==> src/rtl/wallace_divider.sv <==
// 64-by-32 unsigned restoring divider, one quotient bit per clock, valid/ready on both sides.
// Inverts the 32x32 Wallace multiplier: product / factor returns the other factor with remainder 0.
module wallace_divider #(
   parameter int WIDTH = 32
) (
   input  logic               clk,
   input  logic               rst_n,
   input  logic               in_valid,
   output logic               in_ready,
   input  logic [2*WIDTH-1:0] dividend,
   input  logic [WIDTH-1:0]   divisor,
   output logic               out_valid,
   input  logic               out_ready,
   output logic [WIDTH-1:0]   quotient,
   output logic [WIDTH-1:0]   remainder,
   output logic               div_zero,
   output logic               overflow
);

   localparam int CW = $clog2(WIDTH);

   typedef enum logic [1:0] {IDLE, RUN, DONE} state_t;

   state_t           r_state;
   logic [WIDTH-1:0] r_rem;
   logic [WIDTH-1:0] r_quo;
   logic [WIDTH-1:0] r_div;
   logic [CW-1:0]    r_cnt;
   logic             r_dz;
   logic             r_ov;
   logic [WIDTH-1:0] r_q_out;
   logic [WIDTH-1:0] r_r_out;
   logic             r_dz_out;
   logic             r_ov_out;

   logic [WIDTH:0]   w_t;
   logic             w_ge;
   logic [WIDTH-1:0] w_diff;
   logic [WIDTH-1:0] w_rem_nx;
   logic [WIDTH-1:0] w_quo_nx;

   // R < D holds every step, so T < 2D and T - D always fits in WIDTH bits.
   assign w_t      = {r_rem, r_quo[WIDTH-1]};
   assign w_ge     = (w_t >= {1'b0, r_div});
   assign w_diff   = w_t[WIDTH-1:0] - r_div;
   assign w_rem_nx = w_ge ? w_diff : w_t[WIDTH-1:0];
   assign w_quo_nx = {r_quo[WIDTH-2:0], w_ge};

   always_ff @(posedge clk or negedge rst_n) begin
      if (!rst_n) begin
         r_state  <= IDLE;
         r_rem    <= '0;
         r_quo    <= '0;
         r_div    <= '0;
         r_cnt    <= '0;
         r_dz     <= 1'b0;
         r_ov     <= 1'b0;
         r_q_out  <= '0;
         r_r_out  <= '0;
         r_dz_out <= 1'b0;
         r_ov_out <= 1'b0;
      end else begin
         case (r_state)
            IDLE: begin
               if (in_valid) begin
                  r_rem   <= dividend[2*WIDTH-1:WIDTH];
                  r_quo   <= dividend[WIDTH-1:0];
                  r_div   <= divisor;
                  r_cnt   <= '0;
                  r_dz    <= (divisor == '0);
                  r_ov    <= (divisor != '0) && (dividend[2*WIDTH-1:WIDTH] >= divisor);
                  r_state <= RUN;
               end
            end
            RUN: begin
               // Exceptions spend exactly one RUN cycle so their result lands one edge after accept.
               if (r_dz || r_ov) begin
                  r_q_out  <= '1;
                  r_r_out  <= r_quo;
                  r_dz_out <= r_dz;
                  r_ov_out <= r_ov;
                  r_state  <= DONE;
               end else begin
                  r_rem <= w_rem_nx;
                  r_quo <= w_quo_nx;
                  r_cnt <= r_cnt + CW'(1);
                  if (r_cnt == CW'(WIDTH-1)) begin
                     r_q_out  <= w_quo_nx;
                     r_r_out  <= w_rem_nx;
                     r_dz_out <= 1'b0;
                     r_ov_out <= 1'b0;
                     r_state  <= DONE;
                  end
               end
            end
            DONE: begin
               if (out_ready) r_state <= IDLE;
            end
            default: r_state <= IDLE;
         endcase
      end
   end

   assign in_ready  = (r_state == IDLE);
   assign out_valid = (r_state == DONE);
   assign quotient  = r_q_out;
   assign remainder = r_r_out;
   assign div_zero  = r_dz_out;
   assign overflow  = r_ov_out;

endmodule

==> config.mk <==
export PLATFORM = sky130hd
export DESIGN_NAME = wallace_divider
export DESIGN_NICKNAME = d
export VERILOG_FILES = /design/src/rtl/wallace_divider.sv
export SDC_FILE = /design/constraint.sdc
export NUM_CORES = 1
export LEC_CHECK = 0
export ABC_CLOCK_PERIOD_IN_PS = 2690
export BUFFER_PORTS_ARGS = -buffer_cell sky130_fd_sc_hd__buf_2
export CAP_MARGIN = 20
export CORE_ASPECT_RATIO = 0.6
export CORE_MARGIN = 2
export CORE_UTILIZATION = 52
export CTS_CLUSTER_SIZE = 40
export DETAILED_ROUTE_END_ITERATION = 10
export GPL_ROUTABILITY_DRIVEN = 0
export PLACE_DENSITY = 0.78
export SLEW_MARGIN = 30
export SYNTH_ARGS = -nofsm -noshare
export SYNTH_HDL_FRONTEND = slang
export SYNTH_SLANG_ARGS = --single-unit
==> constraint.sdc <==
create_clock -name clk -period 2.69 [get_ports clk]
set_input_delay 0.538 -clock clk [delete_from_list [all_inputs] [get_ports clk]]
set_output_delay 0.538 -clock clk [all_outputs]
set_load 0.05 [all_outputs]
==> run summary, run 1 <==
Wires add up to 36.6 mm. The share of final-layout standard cells stronger than drive strength 1 is 35.3%. The headroom to the max-slew limit is 51.7%. The routed length per placed instance came out at 21.8 um. The half-perimeter wire length after detailed placement is 23.4 mm. The post-route non-filler standard cell count is 1,676. The critical path is of the reg2reg type. The post-route minimum period came out at 2.97 ns.

The proportion of synthesized flip-flops having asynchronous set or reset is 100%. The total area of multi-input combinational cells came out at 6210 um2. The number of nets produced by synthesis came out at 1,319. The count of final max-slew check failures is 0. The startpoint of the most critical register-to-register path is r_rem[0]. TritonCTS built the clock tree. Synthesis inferred 171 register bits.

The final hold violation count came out at 0. Including well taps, the total number of placed cells is 1,618. The remaining antenna violation count after routing came out at 0. STA classifies the critical path endpoint as a flip-flop. The most frequent cell after synthesis is sky130_fd_sc_hd__dfrtp_1.

The wire length of the first global-routing pass came out at 53.1 mm. The number of design rule violations left after detail routing came out at 0. The via count of the first global-routing pass came out at 9,915. The I/O pin count came out at 168. The iteration-0 DRC count of the detailed router came out at 1,354. Synthesis produced 1,152 cells. The total grt overflow came out at 0.

Averaged over all synthesized cells, the footprint is 8.68 um2. The mapped netlist covers 10,000 um2. The number of placement rows came out at 39. On the final layout, the worst clock skew is 0.00779 ns. Setup slack on the critical path of the routed design comes to -0.282 ns.

In the final design database the tool counted 1,584 nets. The total inserted antenna cells is 0. The achievable frequency came out at 336 MHz. The cell sitting at the root of the clock tree is a sky130_fd_sc_hd__clkbuf_16. The portion of synthesized cell area occupied by the leading cell type is 42.8%. The maximum number of pins on one net before global-route repair is 71.

STA puts the critical path data arrival time at 3.30 ns. Port buffering added 167 buffers. The total number of vias is 10,600.

The via density per instance came out at 6.34. Once the floorplan was initialized, standard cells occupied 52.8% of the core. The worst reg-to-reg setup slack came out at -0.28 ns. The number of sinks on the clock net came out at 171. Ranked by total cell area, the synthesized netlist is headed by sky130_fd_sc_hd__dfrtp_1, sky130_fd_sc_hd__ha_1, sky130_fd_sc_hd__o21ai_0. The worst hold path belongs to the class in2async. The number of unique standard cell types used by synthesis came out at 62. The flip-flop and latch area is 4280 um2.

For the pin with the worst max-slew slack, the measured transition is 0.724 ns. The commonest cells after synthesis are sky130_fd_sc_hd__dfrtp_1, sky130_fd_sc_hd__nand2_1, sky130_fd_sc_hd__o21ai_0. During synthesis, Yosys emitted a total of 0 warnings.

Setup repair after global routing could not meet its margin everywhere. The cell accounting for the most synthesized area is sky130_fd_sc_hd__dfrtp_1. The total die area came out at 20,400 um2. The maximum net fanout on the critical path came out at 10. Yosys mapped a number of flops with a built-in enable equal to 0.

The global routing usage summed across all routing layers came out at 33.4%. Before CTS, the worst setup slack after placement is -0.233 ns. The height of the die is 111 um. The first-pass iteration count of the detailed router came out at 6.

The number of cells on the worst reg-to-reg path is 11. The number of H-tree branching levels is 4. The setup violation total in the final timing report is 63. The core region is 18,900 um2.

The run finished, with violations left. The initial antenna violation count is 0. The final-layout worst hold slack came out at 0.0976 ns. Among all flip-flop cells after synthesis, the most frequent one is sky130_fd_sc_hd__dfrtp_1. The count of filler cells inserted in the layout came out at 1,283. Of the synthesized area, sequential elements account for 42.8%. The number of hold buffers added after cts came out at 0. The required time reported for the critical path endpoint is 3.02 ns. The checks that failed: negative setup slack. The register clock-pin slew on the reported worst setup and hold paths came out at 0.08 ns. STA classifies the critical path startpoint as a flip-flop. The count of max-cap constraint violations came out at 0. The horizontal die dimension is 183 um.

The clock passes through at most 2 buffers. In this run the critical register-to-register path is captured at r_rem[10]. The area growth from synthesis to final layout is 38.0%. The clock insertion delay at the later pin of the skew report came out at 0.44 ns. The share of the cycle needed by the critical path after routing came out at 110%. The CTS buffer count came out at 17.
## worst max-delay path by stage
stage / slack [ns] / from / cells after the start / end
2_1_floorplan: 0.02 / r_rem[8] / 11 / remainder[19]
3_3_place_gp: -0.17 / divisor[0] / 12 / r_ov
3_5_place_dp: -0.23 / r_rem[7] / 11 / r_rem[10]
4_1_cts: -0.17 / r_rem[8] / 11 / remainder[29]
5_1_grt: -0.42 / r_rem[0] / 13 / r_rem[18]
6_report: -0.28 / r_rem[0] / 11 / r_rem[10]
## flip-flops by register name (all words and copies together), names as in the netlist
name       flops
r_dz           1
quotient      32
overflow       1
r_div         32
r_state        2
remainder     32
r_rem         32
div_zero       1
r_ov           1
r_quo         32
r_cnt          5
## timing repair
item | 4_1_cts | 5_1_grt
gates cloned | 4 | 0
endpoints found under the setup margin | 59 | 66
hold endpoints to repair | 0 | 0
buffers inserted | 10 | 18
resized for setup | 100 | 142
pin swaps | 30 | 51
## metal layers
metal / GRT usage, % / routed length [um] / up-vias
met5: 0 / 0 / -
met4: 15.1 / 2140 / 0
met3: 8.37 / 4180 / 171
met2: 47.8 / 15900 / 743
met1: 47.9 / 14400 / 5090
li1: - / - / 4627
## metrics by stage
step	cell area, um2	TNS (ns)	util, %
after floorplan	10000	0	-
after global placement	11900	-2.43	62.9
after detailed placement	11900	-5.71	62.9
after CTS	13100	-3.74	69.1
after global routing	13800	-13.80	72.9
final	13800	-8.60	72.9
## cells by family after synthesis
group	Yosys count	share of synthesized area, %
compound gates	385	23.3
simple gates	350	16.3
flops	171	42.8
buf+inv	141	5.68
fa+ha+maj	67	8.46
xor+xnor	22	1.93
mux	16	1.60
## worst max-delay path, stage by stage, from the launching register on
cell                       delay [ns]
sky130_fd_sc_hd__dfrtp_1         0.43
sky130_fd_sc_hd__ha_1            0.35
sky130_fd_sc_hd__nand4_1         0.30
sky130_fd_sc_hd__nor4_4          0.42
sky130_fd_sc_hd__a311oi_2        0.16
sky130_fd_sc_hd__a21oi_2         0.21
sky130_fd_sc_hd__a211oi_4        0.07
sky130_fd_sc_hd__buf_4           0.17
sky130_fd_sc_hd__buf_8           0.15
sky130_fd_sc_hd__a22oi_2         0.30
sky130_fd_sc_hd__a21oi_1         0.13
sky130_fd_sc_hd__a21o_1          0.18
## cell type report
| cell class | instances | share of cell area (%) |
|---|---|---|
| Multi-Input combinational cell | 840 | 45.0 |
| Sequential cell | 171 | 31.0 |
| Timing Repair Buffer | 314 | 15.5 |
| Clock buffer | 17 | 3.08 |
| Tap cell | 246 | 2.23 |
| Inverter | 73 | 1.98 |
| Clock inverter | 15 | 1.23 |
## placed cells by master, fill, tap and decap left out, drive strengths merged, types with 4 or more instances in the layout
cell type / instances
o211ai: 4
dfrtp: 171
nor4: 11
o22a: 31
a21oi: 103
a21o: 18
nand4: 18
clkinv: 7
nand2: 143
and3: 40
ha: 66
nor2b: 11
inv: 81
xnor2: 13
a31oi: 34
nor3: 10
nand2b: 7
clkbuf: 17
o21ai: 136
mux2i: 16
a22o: 4
buf: 314
xor2: 9
a211oi: 6
o21bai: 4
a22oi: 12
nand3: 12
nor2: 81
o21a: 9
Power of run 1 is left out: the tool's default activity adds up to more than one toggle a clock period on the data nets, which glitch-free logic cannot reach.
==> run 2, diff against run 1 <==
--- a/config.mk
+++ b/config.mk
@@ -6,15 +6,15 @@
 export NUM_CORES = 1
 export LEC_CHECK = 0
 export ABC_CLOCK_PERIOD_IN_PS = 2690
-export BUFFER_PORTS_ARGS = -buffer_cell sky130_fd_sc_hd__buf_2
 export CAP_MARGIN = 20
 export CORE_ASPECT_RATIO = 0.6
 export CORE_MARGIN = 2
-export CORE_UTILIZATION = 52
+export CORE_UTILIZATION = 58
 export CTS_CLUSTER_SIZE = 40
 export DETAILED_ROUTE_END_ITERATION = 10
+export DONT_BUFFER_PORTS = 1
 export GPL_ROUTABILITY_DRIVEN = 0
-export PLACE_DENSITY = 0.78
+export PLACE_DENSITY = 0.76
 export SLEW_MARGIN = 30
 export SYNTH_ARGS = -nofsm -noshare
 export SYNTH_HDL_FRONTEND = slang
==> run summary, run 2 (synthesized netlist as in run 1, its figures left out) <==
The run finished, with violations left. The final reports fail on negative hold slack, negative setup slack. The placed instance count is 1,434. During I/O placement, the number of pins put on the boundary was 168.

Global routing used 34.9% of the available tracks across all layers. The library cell used most frequently in the layout, excluding fill and tap cells, is sky130_fd_sc_hd__dfrtp_1. After clock tree synthesis, the clock-pin slew on the worst setup and hold paths is 0.07 ns.

The number of design rule violations left after detail routing is 0. For the pin with the worst max-slew slack, the measured transition is 0.937 ns. The critical path is of the reg2reg type.

The clock insertion delay at the later pin of the skew report is 0.43 ns. The achievable frequency is 347 MHz. Setup repair after global routing could not meet its margin everywhere.

The wire-length estimate of the detail-placed layout is 22.0 mm. Using the TritonRoute via totals, the vias-per-cell ratio works out to 6.51. The maximum net fanout on the critical path is 5.

The height of the die is 106 um. The post-route non-filler standard cell count is 1,485. The total grt overflow came out at 0. The floorplan has 37 rows. The total die area is 18,300 um2. The TritonCTS clock tree is yes. In the final routed layout, each cell accounts on average for 22.5 um. The number of sinks on the clock net is 171. After the first detailed-routing iteration, the DRC count stood at 1,043. The final-layout worst hold slack is -0.202 ns.

The clock root buffer master is sky130_fd_sc_hd__clkbuf_16. The share of the cycle needed by the critical path after routing is 107%. The required time reported for the critical path endpoint is 3.04 ns.

The layout has 1,164 filler cells. Setup slack on the critical path of the routed design comes to -0.196 ns. The post-route minimum period is 2.89 ns. The arrival time reported for the critical path endpoint came out at 3.24 ns.

The via count of the first global-routing pass is 9,078. The core outline area came out at 17,000 um2. The total inserted antenna cells is 0. The number of H-tree branching levels is 4. STA classifies the critical path startpoint as a flip-flop.

Summing over every cut layer, the via total after detailed routing is 9,661. The final hold violation count was 171. The flip-flop and latch area is 4280 um2.

The setup violation total in the final timing report came out at 48. The maximum number of pins on one net before global-route repair came out at 172. The worst reg-to-reg setup slack is -0.20 ns. The horizontal die dimension came out at 174 um. In the layout the commonest cells are sky130_fd_sc_hd__dfrtp_1, sky130_fd_sc_hd__nand2_1, sky130_fd_sc_hd__buf_4, sky130_fd_sc_hd__o21ai_0, sky130_fd_sc_hd__a21oi_1. The count of max-cap constraint violations is 0. The starting utilization of the core area is 58.9%. Across the routed clock network, the largest skew measured is 0.00990 ns. The tightest min-delay check is of the in2async type. Once detail routing completed, the nets flagged for antenna violations numbered 0.

The first global-routing pass estimated 49.9 mm of wire. The buffer depth of the longest clock path came out at 2. STA classifies the critical path endpoint as a flip-flop. Summing all multi-input logic gate instances after layout gives 6050 um2.

The count of final max-slew check failures is 0. The CTS buffer count is 17. The number of nets in the final layout came out at 1,405.

The first TritonRoute pass finished after 6 iterations. After detailed routing, the total wire length is 33.5 mm. The headroom to the max-slew limit came out at 37.4%.

The initial antenna violation count came out at 0. The count of buffers added on input and output ports is 0. The share of final-layout standard cells stronger than drive strength 1 came out at 23.8%. Compared with the post-synthesis result, the final layout area differs by 25.9%.
[run 2: what timing repair did]
| action | CTS | global route |
|---|---|---|
| gates resized for setup | 76 | 109 |
| setup endpoints to repair | 57 | 66 |
| buffers inserted | 9 | 12 |
| gates cloned | 1 | 0 |
| endpoints found under the hold margin | 171 | 171 |
| pin swaps | 18 | 30 |
[run 2: layout make-up]
type	count	area share, %
Tap cell	234	2.33
Sequential cell	171	34.0
Clock inverter	12	1.01
Multi-Input combinational cell	840	48.0
Inverter	73	2.18
Clock buffer	20	3.55
Timing Repair Buffer	135	8.88
[run 2: worst max-delay path, stage by stage, from the launching register on]
cell	delay, ns
sky130_fd_sc_hd__dfrtp_1	0.41
sky130_fd_sc_hd__ha_4	0.28
sky130_fd_sc_hd__buf_4	0.13
sky130_fd_sc_hd__nand2_1	0.09
sky130_fd_sc_hd__o21ai_0	0.32
sky130_fd_sc_hd__nand3_1	0.22
sky130_fd_sc_hd__nor3b_1	0.19
sky130_fd_sc_hd__a21oi_1	0.43
sky130_fd_sc_hd__o21ai_1	0.20
sky130_fd_sc_hd__xnor2_1	0.28
sky130_fd_sc_hd__mux2i_4	0.11
sky130_fd_sc_hd__a21oi_1	0.15
[run 2: path summary, 6_finish.rpt]
check / from / end / depth (start not counted)
max: r_rem[13] / r_rem[31] / 11
min: rst_n / quotient[10] / 0
max reg2reg: r_rem[13] / r_rem[31] / 11
min reg2reg: r_quo[8] / quotient[9] / 1
max in group asynchronous: rst_n / r_rem[10] / 0
min in group clk: out_ready / r_state[1] / 1
[run 2: through the flow]
step	hold slack, ns	util [%]	setup TNS, ns	setup WS [ns]	instance area [um2]
after detailed placement	0.246	64.7	-7.56	-0.313	11000
after global routing	-0.220	74.1	-11.12	-0.277	12600
after global placement	0.247	64.7	-3.65	-0.210	11000
after CTS	-0.215	70.3	-0.326	-0.0487	11900
after floorplan	0.242	-	0	0.0180	10000
final	-0.202	74.1	-3.11	-0.196	12600
[run 2: per-layer routing]
metal / part of all wire (%) / global-route usage, %
met4: 3.2 / 12.0
met5: 0 / 0
met2: 44 / 50.6
met1: 41 / 50.2
met3: 11 / 10.1
Power of run 2 is left out for the same reason.
